**config.mk**
```make
export PLATFORM = sky130hd
export DESIGN_NAME = edge_event_arbiter
export DESIGN_NICKNAME = d
export VERILOG_FILES = /design/src/rtl/edge_event_arbiter.sv
export SDC_FILE = /design/constraint.sdc
export NUM_CORES = 1
export LEC_CHECK = 0
export BUFFER_PORTS_ARGS = -buffer_cell sky130_fd_sc_hd__buf_2
export CAP_MARGIN = 30
export CORE_ASPECT_RATIO = 1.5
export CORE_MARGIN = 10
export CORE_UTILIZATION = 30
export DETAILED_ROUTE_END_ITERATION = 16
export HOLD_SLACK_MARGIN = 0.15
export SLEW_MARGIN = 0
export SYNTH_ARGS = -nofsm -noshare
export SYNTH_HDL_FRONTEND = slang
export SYNTH_SLANG_ARGS = --single-unit
```
**constraint.sdc**
```tcl
create_clock -name I_clk -period 2.85 [get_ports I_clk]
set_input_delay 0.57 -clock I_clk [delete_from_list [all_inputs] [get_ports I_clk]]
set_output_delay 0.57 -clock I_clk [all_outputs]
set_load 0.005 [all_outputs]
```
**src/rtl/edge_event_arbiter.sv**
```systemverilog
// edge_event_arbiter: round-robin edge-event scheduler with holdoff gap; define EDGE_TS_EN for per-channel edge timestamps on O_evtTs
module edge_event_arbiter #(
    parameter int N_CH  = 4,
    parameter int CNT_W = 3,
    parameter int GAP   = 2
`ifdef EDGE_TS_EN
    ,
    parameter int TS_W  = 16
`endif
) (
    input  logic                    I_clk,
    input  logic                    I_rst_n,
    input  logic [N_CH-1:0]         I_sig,
    input  logic [N_CH-1:0]         I_chEn,
    input  logic [N_CH-1:0]         I_ovfClr,
    output logic                    O_evtVld,
    output logic [$clog2(N_CH)-1:0] O_evtCh,
    input  logic                    I_evtRdy,
    output logic [N_CH-1:0]         O_pend,
    output logic [N_CH-1:0]         O_ovf,
    output logic                    O_busy
`ifdef EDGE_TS_EN
    ,
    output logic [TS_W-1:0]         O_evtTs
`endif
);
    localparam int CHW = $clog2(N_CH);
    localparam int GW  = GAP > 1 ? $clog2(GAP) : 1;

    typedef enum logic [1:0] {S_IDLE, S_VLD, S_GAP} state_t;

    state_t           state, nxt;
    logic [N_CH-1:0]  lastSig, edgeDet, req, take, inc, dec, setOvf;
    logic [CNT_W-1:0] cnt [N_CH];
    logic [CHW-1:0]   ptr, win;
    logic [GW-1:0]    gapCnt;
    logic             anyReq, xfer, grant;
    int               j;

    assign edgeDet = I_sig & ~lastSig & I_chEn;
    assign req     = O_pend & I_chEn;
    assign anyReq  = |req;
    assign xfer    = O_evtVld & I_evtRdy;
    assign grant   = state == S_IDLE && anyReq;

    // an edge and a consume in the same cycle cancel, so neither saturates nor underflows
    always_comb begin
        for (int c = 0; c < N_CH; c++) begin
            take[c]   = xfer && O_evtCh == CHW'(c);
            inc[c]    = edgeDet[c] & ~take[c] & ~(&cnt[c]);
            dec[c]    = take[c] & ~edgeDet[c];
            setOvf[c] = edgeDet[c] & ~take[c] & (&cnt[c]);
            O_pend[c] = |cnt[c];
        end
    end

    // later iterations overwrite earlier ones, so the lowest offset from ptr wins
    always_comb begin
        win = '0;
        j   = 0;
        for (int k = N_CH - 1; k >= 0; k--) begin
            j = (int'(ptr) + k) % N_CH;
            if (req[CHW'(j)]) win = CHW'(j);
        end
    end

    always_ff @(posedge I_clk or negedge I_rst_n)
        if (!I_rst_n) state <= S_IDLE;
        else state <= nxt;

    always_comb
        nxt = state == S_IDLE ? (anyReq ? S_VLD : S_IDLE)
            : state == S_VLD  ? (I_evtRdy ? (GAP == 0 ? S_IDLE : S_GAP) : S_VLD)
            : (gapCnt == '0 ? S_IDLE : S_GAP);

    always_comb begin
        O_evtVld = state == S_VLD;
        O_busy   = state != S_IDLE;
    end

    always_ff @(posedge I_clk or negedge I_rst_n) begin
        if (!I_rst_n) begin
            lastSig <= '0;
            O_ovf   <= '0;
            O_evtCh <= '0;
            ptr     <= '0;
            gapCnt  <= '0;
            for (int c = 0; c < N_CH; c++) cnt[c] <= '0;
        end else begin
            lastSig <= I_sig;
            O_ovf   <= setOvf | (O_ovf & ~I_ovfClr);
            for (int c = 0; c < N_CH; c++) cnt[c] <= cnt[c] + CNT_W'(inc[c]) - CNT_W'(dec[c]);
            if (grant) O_evtCh <= win;
            if (xfer) ptr <= O_evtCh == CHW'(N_CH - 1) ? '0 : O_evtCh + 1'b1;
            gapCnt  <= xfer ? GW'(GAP - 1) : state == S_GAP ? gapCnt - 1'b1 : gapCnt;
        end
    end

`ifdef EDGE_TS_EN
    logic [TS_W-1:0] tsCnt;
    logic [TS_W-1:0] tsLat [N_CH];

    always_ff @(posedge I_clk or negedge I_rst_n) begin
        if (!I_rst_n) begin
            tsCnt   <= '0;
            O_evtTs <= '0;
            for (int c = 0; c < N_CH; c++) tsLat[c] <= '0;
        end else begin
            tsCnt <= tsCnt + 1'b1;
            for (int c = 0; c < N_CH; c++) if (edgeDet[c]) tsLat[c] <= tsCnt;
            if (grant) O_evtTs <= tsLat[win];
        end
    end
`endif
endmodule

```
# --- Yosys cells after proc, flatten, opt, wreduce, memory -nomap -nowiden ---
# Cells that the tools add are included.
totals:
  reg_bits: 27
  latchBits: 0
  ram_bits: 0
  romBits: 0
  inputBits: 15
  output_inout_bits: 12
  memories: 0
op_classes:
  add_sub_neg: 13
  multipliers: 0
  n_div: 0
  n_lt_le_gt_ge: 4
  n_eq_ne: 5
  shift: 0
  mux: 24
  n_bitwise: 36
  reduce_logical: 18
op_table:
  columns: ["cell", "n"]
  rows:
  - ["$mux 2", 9]
  - ["$and 1x1->1", 17]
  - ["$and 4x4->4", 4]
  - ["$lt 2x4->1 const B", 4]
  - ["$add 3x1->3", 4]
  - ["$not 1->1", 12]
  - ["$reduce_and 3->1", 4]
  - ["$reduce_or 3->1", 4]
  - ["$sub 3x1->3", 4]
  - ["$mux 1", 11]
  - ["$bmux 1 s2", 4]
  - ["$not 4->4", 2]
  - ["$eq 2x2->1 const B", 3]
  - ["$logic_and 1x1->1", 5]
  - ["$add 2x1->2 const B", 2]
  - ["$add 2x2->2 const B", 2]
  - ["$eq 2x1->1 const B", 2]
  - ["$logic_not 2->1", 2]
  - ["$or 4x4->4", 1]
  - ["$reduce_bool 2->1", 2]
  - ["$reduce_or 4->1", 1]
  - ["$sub 1x1->1 const B", 1]

# --- Logic depth before layout (Yosys ltp) ---
# Gate-level depths: netlist of the first run.
depth:
  word_depth: 9
  ltp_mapped: 10
  ltp_nobuf: 10

# --- Least setup slack after synthesis of the first run ---
# No wires, ideal clock.
synth_path:
  kind: "input-to-reg"
  start: "in I_evtRdy"
  end: "reg cnt[2] in the netlist's numbering"
  setup_ns: 0.128
  t_arrival_ns: 2.170
  path_slack_ns: 0.552
  cell_stages: 10
  n_path_buf: 1
  path_cell_list: "and3b_1 buf_2 and3_1 ha_1 inv_1 ha_1 inv_1 fa_1 xnor2_1 xnor2_1"
synth_via:
  elab_chain_len: 7
  elab_cells_between_ends: 8
  classes_between: "2 x add/sub; 5 x bitwise; 1 x reduce/logical"
synth_rtl:
  columns: ["element", "line_no", "source"]
  rows:
  - ["start, declared", "18", "input logic I_evtRdy,"]
  - ["$and 1x1->1 (*)", "43", "assign xfer = O_evtVld & I_evtRdy;"]
  - ["$logic_and 1x1->1 (*)", "49", "take[c] = xfer && O_evtCh == CHW'(c);"]
  - ["$not 1->1", "50", "inc[c] = edgeDet[c] & ~take[c] & ~(&cnt[c]);"]
  - ["$and 1x1->1 (2 in series)", "50", null]
  - ["$add 3x1->3", "92", "for (int c = 0; c < N_CH; c++) cnt[c] <= cnt[c] + CNT_W'(inc[c]) - CNT_W'(dec[c]);"]
  - ["$sub 3x1->3 (*)", "92", null]
  - ["end, declared", "34", "logic [CNT_W-1:0] cnt [N_CH];"]
# Mark *: on every way between the ends. The rest lies on a longest branch, timed or not.
# A chain may end at the register's enable or synchronous reset.

# --- Final worst setup path of the first run ---
layout_path:
  start: "reg state[1]"
  end: "reg cnt[2] in the netlist's numbering"
layout_via:
  elab_chain_len: 8
  elab_cells_between_ends: 9
  classes_between: "2 x add/sub; 1 x eq/ne; 5 x bitwise; 1 x reduce/logical"
layout_rtl:
  columns: ["element", "line_no", "source"]
  rows:
  - ["start, declared", "32", "state_t state, nxt;"]
  - ["start signal, assigned", "69", "else state <= nxt;"]
  - ["$eq 2x1->1 (*)", "77", "O_evtVld = state == S_VLD;"]
  - ["$and 1x1->1 (*)", "43", null]
  - ["$logic_and 1x1->1 (*)", "49", null]
  - ["$not 1->1", "50", null]
  - ["$and 1x1->1 (2 in series)", "50", null]
  - ["$add 3x1->3", "92", null]
  - ["$sub 3x1->3 (*)", "92", null]
# Marks and branches as above.

==> flow_metrics.py, run 1 <==
metrics = {
    "run_status": {
        "outcome": "finished, final reports clean",
    },
    "worst_setup_path": {
        "critPathKind": "flop to flop",
        "critPathMaxStageDelay_ns": 0.45,
        "crit_family": "adder cells",
        "critPathLaunchType": "flop",
        "crit_buf_inv": 2,
        "cp.arrival_ns": 2.46,
        "cp-end-kind": "flop",
        "rrSetupSlack_ns": 0.55,
        "critPathRequiredTime_ns": 3.01,
        "critPathSlowestCell": "and3b_1",
        "cp_max_fo": 11,
        "path_cells": "and3b_1, and3_1, ha_1, inv_1, ha_1, inv_1, fa_1, xnor2_1, xnor2_1",
    },
    "die": {
        "die_h_um": 107.2,
        "fp-row-count": 31,
        "start_util_pct": 31.13,
        "coreArea_um2": 4887,
        "die-area_um2": 8379,
        "die_w_um": 78.15,
        "io_pins": 27,
    },
    "cts": {
        "cts_root_buffer": "clkbuf_8",
        "postCtsHoldBufs": 0,
        "cts.repair.resized": 0,
        "postCtsSetupRepairBufs": 0,
        "clock_sinks": 27,
        "cts_max_path_buffers": 2,
        "clkLatencyLatePin_ns": 0.27,
        "cts_tree": "done",
        "htreeDepth": 1,
        "clk_pin_slew_ns": 0.09,
        "cts_made_buffers": 3,
    },
    "timing": {
        "rsz0062_at_grt": "no",
        "setup_viol": 0,
        "finalMaxSlewViolations": 0,
        "min_period_ns": 2.300,
        "fmax_mhz": 434.7,
        "clock_skew_ns": 0.0009686,
        "period_share_pct": 80.72,
        "worst_pin_slew_ns": 0.6173,
        "hold-worst-slack_ns": 0.3023,
        "timing.slew.headroom_pct": 58.85,
        "hold_viol_final": 0,
        "setup-tns-final_ns": 0,
        "setup_slack_ns": 0.5495,
    },
    "route": {
        "drc": 0,
        "vias": 1071,
        "ant_nets": 0,
        "drtPass1Iterations": 4,
        "via_per_inst": 4.577,
        "wire_per_inst_um": 13.31,
        "drtIter0Drc": 35,
        "wl_um": 3114,
    },
    "global_route": {
        "overflow": 0,
        "first_global_vias": 1172,
        "grt_pass1_wl_um": 5547,
        "grt_max_degree": 28,
        "grt_usage_pct": 7.934,
        "grt_antenna_before_repair": 0,
    },
    "synthesis": {
        "synth_ff_type": "dfrtp_1",
        "synth_top_area_share_pct": 44.41,
        "yosysTopAreaCell": "dfrtp_1",
        "netlist_top_cells_count": "27 x dfrtp_1, 25 x inv_1, 12 x ha_1",
        "synth_cell_types": 35,
        "syn_area_per_cell_um2": 10.95,
        "synth-edff-count": 0,
        "ys_ff_latch": 27,
        "synthTopCellsByArea": "dfrtp_1 44%, ha_1 9.9%, inv_1 6.2%",
        "synth_seq_area_share_pct": 44.41,
        "syn-cell-area_um2": 1521,
        "yosys_warnings": 0,
        "synthMostInstantiatedCell": "dfrtp_1",
        "async_flop_share_pct": 100.0,
        "synthCells": 139,
        "syn_nets": 170,
    },
    "finish": {
        "final_area_um2": 1774,
        "syn_to_final_growth_pct": 16.61,
        "num_antenna_cells": 0,
        "fill_cells": 542,
        "fin_nets": 200,
        "layout.cells.non_filler": 234,
        "drive_above_1_share_pct": 22.02,
    },
    "placed_design": {
        "dp_cells": 230,
        "port_buffers": 26,
        "hpwl_um": 2469,
        "dpl_cell_area_um2": 1729,
        "place_ws_ns": 0.3461,
        "gp_congestion": 0.7471,
    },
    "power": {
        "p_per_area_nw_per_um2": 939.6,
        "p_leak_nw": 0.8380,
        "ir_drop_mv": 0.4044,
    },
    "job": {
        "drv_cap": 0,
    },
    "worst_hold_path": {
        "worstHoldPathType": "input pin to asynchronous set/reset pin",
    },
}
routing by layer:
metal,part of all wire (%),global-route usage (%),up-vias
met1,46,9.812,510
met3,4.0,1.839,2
met2,49,12.91,19
met4,0.67,3.213,0
met5,0,0,-
li1,-,-,540
sequential cells by signal, indices dropped and copies added, names as in the netlist:
| register | count |
|---|---|
| gapCnt | 1 |
| lastSig | 4 |
| ptr | 2 |
| cnt | 12 |
| O_evtCh | 2 |
| state | 2 |
| O_ovf | 4 |
power by group:
| group | switching, W | internal (W) | total [W] |
|---|---|---|---|
| clock | 0.000119 | 0.000100 | 0.000219 |
| sequential | 0.000202 | 0.000538 | 0.000740 |
| combinational | 0.000344 | 0.000363 | 0.000708 |
cell type report:
type	count	area, um2	area share (%)
multi-input cells	86	747.0	42.10
well taps	66	82.58	4.654
clock buffers	4	45.04	2.539
flip-flops and latches	27	675.6	38.08
inverters	25	93.84	5.289
repair buffers	26	130.1	7.334
layout by cell type, fill, tap and decap left out, types with 2 or more instances in the layout:
cell type  count
dfrtp_1       27
buf_2         26
inv_1         25
ha_1          12
xnor2_1        8
a21o_1         5
nor2b_1        5
o22ai_1        5
nand3_1        4
a31oi_1        4
o21ai_0        4
fa_1           4
nand3b_1       3
and3_1         3
o31ai_1        3
or3_1          3
nor2_1         3
clkbuf_8       3
nand2_1        2
a21oi_1        2
logic make-up after synthesis:
logic type	after synthesis	share of synthesized area [%]
flip-flops	27	44.41
AND/OR/NAND/NOR	29	11.76
XOR/XNOR	8	4.605
buffers and inverters	26	6.496
adder cells (fa/ha/maj)	16	15.13
AO/OA/AOI/OAI	32	16.86
multiplexers	1	0.7401
stage by stage:
stage / power (W) / utilization, %
finish: 0.001667 / 36.30
global route: 0.001839 / 36.30
CTS: 0.001696 / 36.30
detailed placement: 0.001468 / 35.38
global placement: 0.001445 / 35.38
floorplan: 0.001238 / -
worst paths after layout:
kind / startpoint / endpoint / depth (start not counted)
max: state[1] / cnt[2] / 9
min: I_rst_n / O_ovf[3] / 1
max reg2reg: state[1] / cnt[2] / 9
min reg2reg: O_ovf[1] / O_ovf[1] / 2
max in group asynchronous: I_rst_n / lastSig[1] / 1
min in group I_clk: I_sig[1] / lastSig[1] / 1
Power figures use the tool's default switching activity.
==> run 2: changes to the inputs <==
==> constraint.sdc (replaced) <==
create_clock -name I_clk -period 2.07 [get_ports I_clk]
set_input_delay 0.414 -clock I_clk [delete_from_list [all_inputs] [get_ports I_clk]]
set_output_delay 0.414 -clock I_clk [all_outputs]
set_load 0.005 [all_outputs]
==> run 2 against run 1 <==
Effect of this change: global-route usage increased by 0.45 points; fmax increased by 12%; critical endpoint is now cnt[8]; critical path type unchanged; largest power group is now combinational cells; highest routed layer unchanged; utilization increased by 7.0 points; register-to-register slack got worse by 0.53 ns.
==> flow_metrics.py, run 2 (synthesis gave the netlist of run 1 again) <==
metrics = {
    "die": {
        "fp-row-count": 31,
        "die_h_um": 107.2,
        "start_util_pct": 31.13,
        "coreArea_um2": 4887,
        "die_w_um": 78.15,
        "io_pins": 27,
        "die-area_um2": 8379,
    },
    "cts": {
        "clkLatencyLatePin_ns": 0.28,
        "cts_made_buffers": 3,
        "cts_root_buffer": "clkbuf_8",
        "htreeDepth": 1,
        "clock_sinks": 27,
        "clk_pin_slew_ns": 0.10,
        "cts_tree": "done",
        "cts_max_path_buffers": 2,
    },
    "placed_design": {
        "dp_cells": 246,
        "port_buffers": 26,
        "place_ws_ns": -0.2352,
        "hpwl_um": 2572,
        "gp_congestion": 0.7592,
        "dpl_cell_area_um2": 1894,
    },
    "worst_setup_path": {
        "reg2reg_from": "O_evtCh[0]",
        "cp-startpoint": "O_evtCh[0]",
        "cp.arrival_ns": 2.22,
        "cp-end-kind": "flop",
        "critPathLaunchType": "flop",
        "critPathKind": "flop to flop",
        "cp_max_fo": 4,
        "critPathRequiredTime_ns": 2.24,
    },
    "finish": {
        "final_common_cell": "buf_2",
        "num_antenna_cells": 0,
        "layout.cells.non_filler": 254,
        "final_area_um2": 2117,
        "drive_above_1_share_pct": 47.34,
        "fill_cells": 513,
        "top_regs": "cnt: 12 flops, O_ovf: 4 flops, lastSig: 4 flops",
        "largest_reg_flops": 12,
        "fin_nets": 220,
        "layout_common_cells": "26 x buf_2, 25 x dfrtp_1, 19 x inv_1, 18 x buf_4, 9 x ha_4",
        "top_register": "cnt",
        "syn_to_final_growth_pct": 39.14,
    },
    "route": {
        "drc": 0,
        "drtPass1Iterations": 3,
        "wire_per_inst_um": 14.08,
        "wl_um": 3576,
        "vias": 1182,
        "via_per_inst": 4.654,
        "ant_nets": 0,
        "drtIter0Drc": 19,
    },
    "timing": {
        "finalMaxSlewViolations": 0,
        "fmax_mhz": 488.2,
        "hold_viol_final": 0,
        "period_share_pct": 98.96,
        "rsz0062_at_grt": "yes",
        "worst_pin_slew_ns": 0.6331,
        "min_period_ns": 2.048,
        "setup_slack_ns": 0.02153,
        "clock_skew_ns": 0.007075,
        "timing.slew.headroom_pct": 57.79,
        "hold-worst-slack_ns": 0.1495,
        "setup_viol": 0,
    },
    "global_route": {
        "first_global_vias": 1265,
        "overflow": 0,
        "grt_antenna_before_repair": 0,
        "grt_pass1_wl_um": 5796,
        "grt_usage_pct": 8.385,
        "grt_max_degree": 28,
    },
    "power": {
        "p_leak_nw": 0.9409,
        "ir_drop_mv": 0.6971,
        "p_per_area_nw_per_um2": 1304,
    },
    "run_status": {
        "outcome": "finished, final reports clean",
    },
    "job": {
        "drv_cap": 0,
    },
    "worst_hold_path": {
        "worstHoldPathType": "input pin to asynchronous set/reset pin",
    },
}
run 2: cell count changes in the layout (fill, tap and decap cells not counted), sizes merged:
| cell | delta |
|---|---|
| and3b | +1 |
| buf | +19 |
| clkbuf | -1 |
| clkinv | +1 |
run 2: what timing repair did:
action | CTS | global route
pin swaps | 2 | 17
gates cloned | 1 | 0
gates resized for setup | 8 | 24
setup buffers | 2 | 1
hold buffers | 0 | 0
endpoints found under the hold margin | 0 | 0
setup endpoints to repair | 5 | 5
run 2: critical path, cell delays in order (launching register included):
cell,delay [ns]
dfrtp_2,0.46
buf_6,0.14
ha_4,0.15
and3_4,0.15
ha_4,0.25
inv_2,0.04
ha_4,0.15
fa_2,0.35
xnor2_2,0.15
xnor2_1,0.12
run 2: routing by layer:
layer	part of all wire, %	track usage (%)
met1	42	9.782
met2	53	14.74
met5	0	0
met4	0.89	2.314
met3	4.0	2.090
run 2: where the power goes:
part | internal, W | switching, W | leakage [nW]
registers | 0.000744 | 0.000287 | 0.322
logic | 0.000781 | 0.000646 | 0.593
clock network | 0.000135 | 0.000168 | 0.0255
run 2: layout make-up:
class / instances / area (um2) / share of cell area, %
clock buffer: 3 / 41.29 / 1.950
clock inverter: 1 / 5.005 / 0.2364
timing repair buffer: 45 / 276.5 / 13.06
tap: 66 / 82.58 / 3.901
inverter: 25 / 101.3 / 4.787
multi-input combinational: 87 / 932.1 / 44.03
sequential: 27 / 678.2 / 32.03
run 2: per-stage QoR:
stage                       TNS, ns  util (%)  power (W)
after global routing        -0.2452     43.32   0.003032
after global placement      -0.9950     38.76   0.002142
after detailed placement     -1.222     38.76   0.002177
after CTS                         0     40.66   0.002585
after floorplan           -0.008909         -   0.001771
final                             0     43.32   0.002761
run 2: worst paths after layout:
path,slack [ns],cells past startpoint,end
worst max register to register,0.02,9,cnt[8]
worst min register to register,0.54,2,O_ovf[1]
worst min-delay path,0.15,1,ptr[1]
worst max-delay path,0.02,9,cnt[8]
max in group asynchronous,1.46,1,O_evtCh[0]
min in group I_clk,0.25,1,lastSig[3]
